$ cat src/rtl/cc_pkg.sv
`default_nettype none
// ============================================================================
// Module  : cc_pkg
// Brief   : Shared types and default parameters for the cache line fill path.
// Revision: 1.0 - initial release
// ============================================================================
package cc_pkg;

   typedef enum logic [1:0] {
      ST_IDLE  = 2'd0,
      ST_FILL  = 2'd1,
      ST_WRITE = 2'd2
   } state_t;

   localparam logic [1:0] RESP_OKAY = 2'b00;

   // Defaults shared with the address decoder and tag comparator
   localparam int BEAT_W_DEF    = 64;
   localparam int BEATS_DEF     = 8;
   localparam int IDX_W_DEF     = 9;
   localparam int TAG_W_DEF     = 17;
   localparam int WRAP_MODE_DEF = 1;

endpackage
`default_nettype wire

$ cat src/rtl/cc_line_buf.sv
`default_nettype none
// ============================================================================
// Module  : cc_line_buf
// Brief   : Beat-slot storage for one cache line; slot 0 sits at the LSBs.
// Revision: 1.0 - initial release
// ============================================================================
module cc_line_buf
   import cc_pkg::*;
#(
   parameter int BEAT_W = BEAT_W_DEF,
   parameter int BEATS  = BEATS_DEF
) (
   input  logic                        clk,
   input  logic                        rst,
   input  logic                        wr_en_i,
   input  logic [$clog2(BEATS)-1:0]    slot_i,
   input  logic [BEAT_W-1:0]           beat_i,
   output logic [BEAT_W*BEATS-1:0]     line_o
);

   localparam int c_slot_w = $clog2(BEATS);

   for (genvar s = 0; s < BEATS; s++) begin : g_slot
      logic [BEAT_W-1:0] r_beat;

      always_ff @(posedge clk) begin
         if (rst) begin
            r_beat <= '0;
         end else if (wr_en_i && (slot_i == c_slot_w'(s))) begin
            r_beat <= beat_i;
         end
      end

      assign line_o[s*BEAT_W +: BEAT_W] = r_beat;
   end

endmodule
`default_nettype wire

$ cat src/rtl/cc_line_fill_engine.sv
`default_nettype none
// ============================================================================
// Module  : cc_line_fill_engine
// Brief   : Pops miss addresses, collects R-channel beats into a line, writes
//           the tag/data SRAM once per good fill and flags aborted fills.
// Revision: 1.0 - initial release
// ============================================================================
module cc_line_fill_engine
   import cc_pkg::*;
#(
   parameter int BEAT_W    = BEAT_W_DEF,
   parameter int BEATS     = BEATS_DEF,
   parameter int IDX_W     = IDX_W_DEF,
   parameter int TAG_W     = TAG_W_DEF,
   parameter int WRAP_MODE = WRAP_MODE_DEF
) (
   input  logic                       clk,
   input  logic                       rst,
   input  logic                       miss_addr_fifo_empty_i,
   input  logic [31:0]                miss_addr_fifo_rdata_i,
   output logic                       miss_addr_fifo_rden_o,
   input  logic [BEAT_W-1:0]          mem_rdata_i,
   input  logic [1:0]                 mem_rresp_i,
   input  logic                       mem_rlast_i,
   input  logic                       mem_rvalid_i,
   output logic                       mem_rready_o,
   output logic                       wren_o,
   output logic [IDX_W-1:0]           waddr_o,
   output logic [TAG_W:0]             wdata_tag_o,
   output logic [BEAT_W*BEATS-1:0]    wdata_data_o,
   output logic                       busy_o,
   output logic                       fill_done_o,
   output logic                       fill_err_o
);

   localparam int c_cnt_w  = $clog2(BEATS);
   localparam int c_byte_w = $clog2(BEAT_W/8);
   localparam int c_off_w  = c_cnt_w + c_byte_w;
   localparam logic [c_cnt_w-1:0] c_last_cnt = c_cnt_w'(BEATS-1);

   state_t                 r_state;
   state_t                 w_next;
   logic [c_cnt_w-1:0]     r_cnt;
   logic [c_cnt_w-1:0]     r_start;
   logic [c_cnt_w-1:0]     w_slot;
   logic [IDX_W-1:0]       r_idx;
   logic [TAG_W-1:0]       r_tag;
   logic                   r_err;
   logic                   w_pop;
   logic                   w_in_fill;
   logic                   w_in_write;
   logic                   w_accept;
   logic                   w_last_beat;
   logic                   w_beat_err;
   logic                   w_fill_end;
   logic                   w_unused;

   // Outputs are forced low while rst is held so nothing leaks out mid-reset
   assign w_in_fill   = (r_state == ST_FILL)  && !rst;
   assign w_in_write  = (r_state == ST_WRITE) && !rst;
   assign w_accept    = mem_rvalid_i && w_in_fill;
   assign w_last_beat = (r_cnt == c_last_cnt);
   assign w_beat_err  = (mem_rresp_i != RESP_OKAY) ||
                        (mem_rlast_i && !w_last_beat) ||
                        (w_last_beat && !mem_rlast_i);
   assign w_fill_end  = w_accept && (w_last_beat || mem_rlast_i);
   assign w_slot      = (WRAP_MODE != 0) ? (r_start + r_cnt) : r_cnt;
   assign w_unused    = ^miss_addr_fifo_rdata_i;

   always_comb begin
      w_next = r_state;
      w_pop  = 1'b0;
      if (!rst) begin
         case (r_state)
            ST_IDLE: begin
               if (!miss_addr_fifo_empty_i) begin
                  w_pop  = 1'b1;
                  w_next = ST_FILL;
               end
            end
            ST_FILL: begin
               if (w_fill_end) w_next = ST_WRITE;
            end
            ST_WRITE: begin
               // Back-to-back misses chain straight into the next fill
               if (!miss_addr_fifo_empty_i) begin
                  w_pop  = 1'b1;
                  w_next = ST_FILL;
               end else begin
                  w_next = ST_IDLE;
               end
            end
            default: w_next = ST_IDLE;
         endcase
      end
   end

   always_ff @(posedge clk) begin
      if (rst) begin
         r_state <= ST_IDLE;
         r_cnt   <= '0;
         r_start <= '0;
         r_idx   <= '0;
         r_tag   <= '0;
         r_err   <= 1'b0;
      end else begin
         r_state <= w_next;
         if (w_pop) begin
            r_tag   <= miss_addr_fifo_rdata_i[c_off_w+IDX_W +: TAG_W];
            r_idx   <= miss_addr_fifo_rdata_i[c_off_w +: IDX_W];
            r_start <= miss_addr_fifo_rdata_i[c_byte_w +: c_cnt_w];
            r_cnt   <= '0;
         end else if (w_accept) begin
            r_cnt   <= r_cnt + 1'b1;
         end
         if (w_accept && w_beat_err) begin
            r_err <= 1'b1;
         end else if (r_state == ST_WRITE) begin
            r_err <= 1'b0;
         end
      end
   end

   cc_line_buf #(
      .BEAT_W (BEAT_W),
      .BEATS  (BEATS)
   ) u_line_buf (
      .clk     (clk),
      .rst     (rst),
      .wr_en_i (w_accept),
      .slot_i  (w_slot),
      .beat_i  (mem_rdata_i),
      .line_o  (wdata_data_o)
   );

   assign miss_addr_fifo_rden_o = w_pop;
   assign mem_rready_o          = w_in_fill;
   assign busy_o                = w_in_fill || w_in_write;
   assign wren_o                = w_in_write && !r_err;
   assign fill_done_o           = w_in_write && !r_err;
   assign fill_err_o            = w_in_write && r_err;
   assign waddr_o               = r_idx;
   assign wdata_tag_o           = {1'b1, r_tag};

endmodule
`default_nettype wire

$ cat config.mk
export PLATFORM = sky130hd
export DESIGN_NAME = cc_line_fill_engine
export DESIGN_NICKNAME = d
export VERILOG_FILES = /design/src/rtl/cc_pkg.sv /design/src/rtl/cc_line_buf.sv /design/src/rtl/cc_line_fill_engine.sv
export SDC_FILE = /design/constraint.sdc
export NUM_CORES = 1
export LEC_CHECK = 0
export ABC_AREA = 1
export CORE_AREA = 8 8 248 250
export DETAILED_ROUTE_END_ITERATION = 10
export DIE_AREA = 0 0 256 258
export PLACE_DENSITY_LB_ADDON = 0.05
export SLEW_MARGIN = 40
export SYNTH_ARGS = -nofsm -noshare
export SYNTH_HDL_FRONTEND = slang
export SYNTH_SLANG_ARGS = --single-unit
$ cat constraint.sdc
create_clock -name clk -period 5.7 [get_ports clk]
set_input_delay 1.14 -clock clk [delete_from_list [all_inputs] [get_ports clk]]
set_output_delay 1.14 -clock clk [all_outputs]
set_load 0.02 [all_outputs]
# Word-level counts from Yosys, hierarchy flattened
# Cells that the tools add are included.
# Widths: inputs -> output; s select.
dict set report classes {
  reduce_logical 32
  n_eq_ne 12
  addsub 2
  muxes 9
}
# op n
set ops {}
lappend ops {{$logic_and 1x1->1} 17}
lappend ops {{$eq 3x3->1 const B} 5}
lappend ops {{$eq 3x2->1 const B} 2}
lappend ops {{$mux 1} 6}
lappend ops {{$pmux 2 s3} 1}
lappend ops {{$logic_not 1->1} 4}
lappend ops {{$logic_or 1x1->1} 4}
lappend ops {{$mux 2} 2}
lappend ops {{$ne 2x2->1 const B} 2}
lappend ops {{$reduce_bool 2->1} 2}
lappend ops {{$reduce_or 2->1} 2}
lappend ops {{$add 3x1->3 const B} 1}
lappend ops {{$add 3x3->3} 1}
lappend ops {{$eq 3x1->1 const B} 1}
lappend ops {{$logic_not 3->1} 1}
lappend ops {{$eq 2x1->1 const B} 1}
lappend ops {{$eq 2x2->1 const B} 1}
lappend ops {{$logic_not 2->1} 1}
lappend ops {{$reduce_and 2->1} 1}
dict set report word_totals {
  ff_bits 547
  inputBits 103
  out_inout_bits 545
}

# Longest topological paths before layout
dict set report depth {
  word_depth 7
  mapped_depth 11
  mapped_depth_nobuf 9
}

# Hierarchy
# From an unflattened synthesis, not the netlist that was laid out.
dict set report unflattened {
  cells_unflattened 3038
  hier_area_um2 21311.7
}
# mod area_per_inst_um2 n_inst cells_each
set by_module_without_submodules {}
lappend by_module_without_submodules {cc_line_buf 19916.6 1 2858}
lappend by_module_without_submodules {cc_line_fill_engine 1395.1 1 180}

# Worst setup path after synthesis
# OpenSTA, ideal clock, no wires.
dict set report synth_path {
  kind {input port to output port}
  from {input rst}
  to {output wren_o}
  t_arrival_ps 2331
  slack_ps 2229
  stages 6
  path_cell_list {inv_1 buf_2 buf_1 nand2_1 nor2_1 buf_4}
}
dict set report synth_via {
  elab_chain_cells 3
}
# item line
set synth_rtl {}
lappend synth_rtl {{start: declaration} cc_line_fill_engine.sv:18} ;# input logic rst,
lappend synth_rtl {{$logic_not 1->1} --}
lappend synth_rtl {{$logic_and 1x1->1} cc_line_fill_engine.sv:60} ;# assign w_in_write = (r_state == ST_WRITE) && !rst;
lappend synth_rtl {{$logic_and 1x1->1} --}
lappend synth_rtl {{end: declaration} cc_line_fill_engine.sv:27} ;# output logic wren_o,
# No other way between the ends.

# Worst setup path in the final report
dict set report layout_path {
  from {input rst}
  to {output miss_addr_fifo_rden_o}
}
dict set report layout_via {
  elab_chain_cells 1
}
# item line
set layout_rtl {}
lappend layout_rtl {{$mux 1} cc_line_fill_engine.sv:73} ;# if (!rst) begin
lappend layout_rtl {{end: declaration} cc_line_fill_engine.sv:21} ;# output logic miss_addr_fifo_rden_o,
# No other way between the ends.

==> flow_metrics.py <==
metrics = {
    "run_status": {
        "status": "completed",
    },
    "worst_setup_path": {
        "crit_family": "buffers and inverters",
        "path_buf_inv": 5,
        "crit_path_max_fanout": 45,
        "cp_slowest_cell": "clkdlybuf4s50_1",
        "crit_path_start_kind": "input pin",
        "crit_chain": "clkdlybuf4s50_1 > inv_8 > nand2_1 > inv_1 > buf_4 > clkdlybuf4s50_1",
        "cp.required_ns": 4.56,
        "crit_path_max_incr_delay_ns": 0.68,
        "cp.arrival_ns": 3.19,
        "cpMostUsedCell": "clkdlybuf4s50_1",
        "end_kind": "primary output",
        "regToRegSetupSlack_ns": 2.64,
        "criticalPathCategory": "in -> out",
    },
    "grt": {
        "grt_first_pass_wirelength_um": 131000,
        "grtUsageMet3_pct": 6.68,
        "grtUsageTotal_pct": 25.3,
        "grt_max_degree": 133,
        "grt_use_met2_pct": 42.8,
        "grt_remaining_overflow": 0,
        "grt_pass1_vias": 19951,
        "grt_util_met1_pct": 30.1,
        "grt.busiest_layer": "met2",
        "antenna_found_initial": 1,
    },
    "drt": {
        "drtAntennaViolNets": 0,
        "viasPerCell": 4.91,
        "drt-initial-drc-count": 1614,
        "wl_um": 88500,
        "wire_per_inst_um": 20.3,
        "vias": 21440,
        "drc": 0,
        "dr.pass1.iters": 7,
    },
    "clock_network": {
        "cts_buffer_depth": 3,
        "postCtsHoldBufs": 0,
        "cts-resized-gates": 0,
        "numCtsBuffers": 60,
        "tritoncts": "yes",
        "clkSinkCount": 547,
        "htreeDepth": 2,
        "cts_setup_buffers": 0,
        "cts_root_buffer": "clkbuf_16",
        "insertion_delay_ns": 0.62,
        "clk_pin_slew_ns": 0.06,
    },
    "sta": {
        "final.setup_skew_ns": 0.0191,
        "rsz0062_at_grt": "no",
        "timing.fmax_ghz": 0.231,
        "finalCritPeriodShare_pct": 76.0,
        "setup_viol": 0,
        "worst_pin_slew_ns": 0.845,
        "slew_headroom_pct": 43.7,
        "min_period_ns": 4.33,
        "hold_viol": 0,
        "maxSlewViolCount": 0,
        "tns_ns": 0,
    },
    "die": {
        "start_util_pct": 37.5,
        "core_area_sq_um": 57400,
        "row_count": 88,
        "num_io_pins": 648,
        "dieArea_sq_um": 66000,
        "dieWidth_um": 256,
        "die_h_um": 258,
    },
    "synth": {
        "synth_seq_area_share_pct": 51.0,
        "syn_area_sq_um": 21500,
        "synth_seq_cells": 547,
        "ys_types": 19,
        "ys_warn_count": 0,
        "post-synth-top-area-fraction_pct": 51.0,
        "syn_nets": 3154,
        "synth_area_leaders": "dfxtp_1 51%, nor2_1 18%, nand3_1 12%",
        "avgSynthCellArea_sq_um": 7.05,
        "synth_top_area_cell": "dfxtp_1",
        "synthCells": 3047,
    },
    "final_layout": {
        "fin_cells": 4369,
        "final_util_pct": 52.8,
        "final_cell_mix": "1034 x nor2_1, 643 x clkdlybuf4s50_1, 554 x nand2_1",
        "design_area_sq_um": 30300,
        "n_fill_cell": 5516,
        "nNetsFinal": 3670,
        "area_growth_pct": 40.9,
        "multiInputGateArea_sq_um": 9030,
        "regArea_sq_um": 11000,
        "final_common_cell": "nor2_1",
        "layout-drive-gt1-share_pct": 3.86,
    },
    "power_and_ir_drop": {
        "powerDensity_nw_per_um2": 282,
        "leakage_nw": 11.8,
        "vdd_drop_max_v": 0.000241,
        "power_mw": 8.54,
    },
    "placement": {
        "placed_cells": 4266,
        "dpl-instance-area_sq_um": 28400,
        "io_buffers": 643,
        "gp_congestion": 0.846,
        "dp_hpwl_um": 59500,
    },
    "min_path": {
        "hp-class": "reg -> reg",
    },
    "flow_run": {
        "maxCapViolations": 0,
    },
}
cell type report:
class / count / share of cell area [%]
repair buffers: 679 / 23.2
multi-input cells: 2167 / 29.8
flip-flops and latches: 547 / 36.2
well taps: 765 / 3.16
clock buffers: 97 / 6.12
inverters: 108 / 1.36
diodes: 1 / 0.00826
clock inverters: 5 / 0.165
cells by family (layout without fill, tap and decap cells):
family / after synthesis / in the layout / share of synthesized area, %
and+or+nand+nor: 2125 / 2125 / 40.5
DFF: 547 / 547 / 51.0
buffers and inverters: 333 / 889 / 7.31
AOI/OAI and AO/OA: 36 / 36 / 0.862
adders and majority gates: 4 / 4 / 0.268
other: 1 / 2 / 0.0175
xor gates and xnor gates: 1 / 1 / 0.0408
layer usage:
| layer | part of all wire, % | wire, um | vias to the layer above |
|---|---|---|---|
| met1 | 40 | 35400 | 10029 |
| met4 | 4.3 | 3820 | 0 |
| met3 | 7.7 | 6820 | 155 |
| li1 | - | - | 10502 |
| met5 | 0 | 0 | - |
| met2 | 48 | 42500 | 754 |
power by group:
group | leakage [nW] | switching, mW | internal [mW] | total, mW
Clock | 0.938 | 1.56 | 2.23 | 3.79
Combinational | 6.45 | 0.551 | 0.280 | 0.830
Sequential | 4.41 | 0.0355 | 3.89 | 3.92
flip-flops by register name, summed over array words and instances, names as in the netlist:
register	cells
r_cnt	3
u_line_buf.g_slot.r_beat	512
r_tag	17
r_state	2
r_err	1
r_start	3
waddr_o	9
cells in the mapped netlist:
| master | n |
|---|---|
| dfxtp_1 | 547 |
| nand2_1 | 554 |
| nand4_2 | 1 |
| o21ai_0 | 32 |
| buf_2 | 106 |
| fa_1 | 1 |
| buf_4 | 50 |
| a211oi_1 | 2 |
| nor2_4 | 9 |
| nand3_1 | 521 |
| clkbuf_1 | 49 |
| a21oi_1 | 2 |
| xor2_1 | 1 |
| nand2_2 | 2 |
| inv_1 | 108 |
| buf_1 | 20 |
| conb_1 | 1 |
| nor2_1 | 1038 |
| ha_1 | 3 |
metrics by stage:
step,hold slack (ns),worst slack (ns)
2_1_floorplan,0.449,2.23
3_3_place_gp,0.454,1.35
3_5_place_dp,0.461,1.37
4_1_cts,0.473,1.34
5_1_grt,0.487,1.26
6_report,0.465,1.37
worst paths after layout:
check,startpoint,endpoint,cells after the start
setup reg to reg,r_cnt[0],u_line_buf.g_slot[4].r_beat[51],10
setup / recovery,rst,miss_addr_fifo_rden_o,6
hold reg to reg,r_tag[13],r_tag[13],2
hold / removal,r_tag[13],r_tag[13],2
tightest hold or removal path, stage by stage, from the launching register on:
cell,delay (ns)
dfxtp_1,0.30
inv_1,0.04
o21ai_0,0.07
Note: power is estimated with default switching activity, not from simulation.
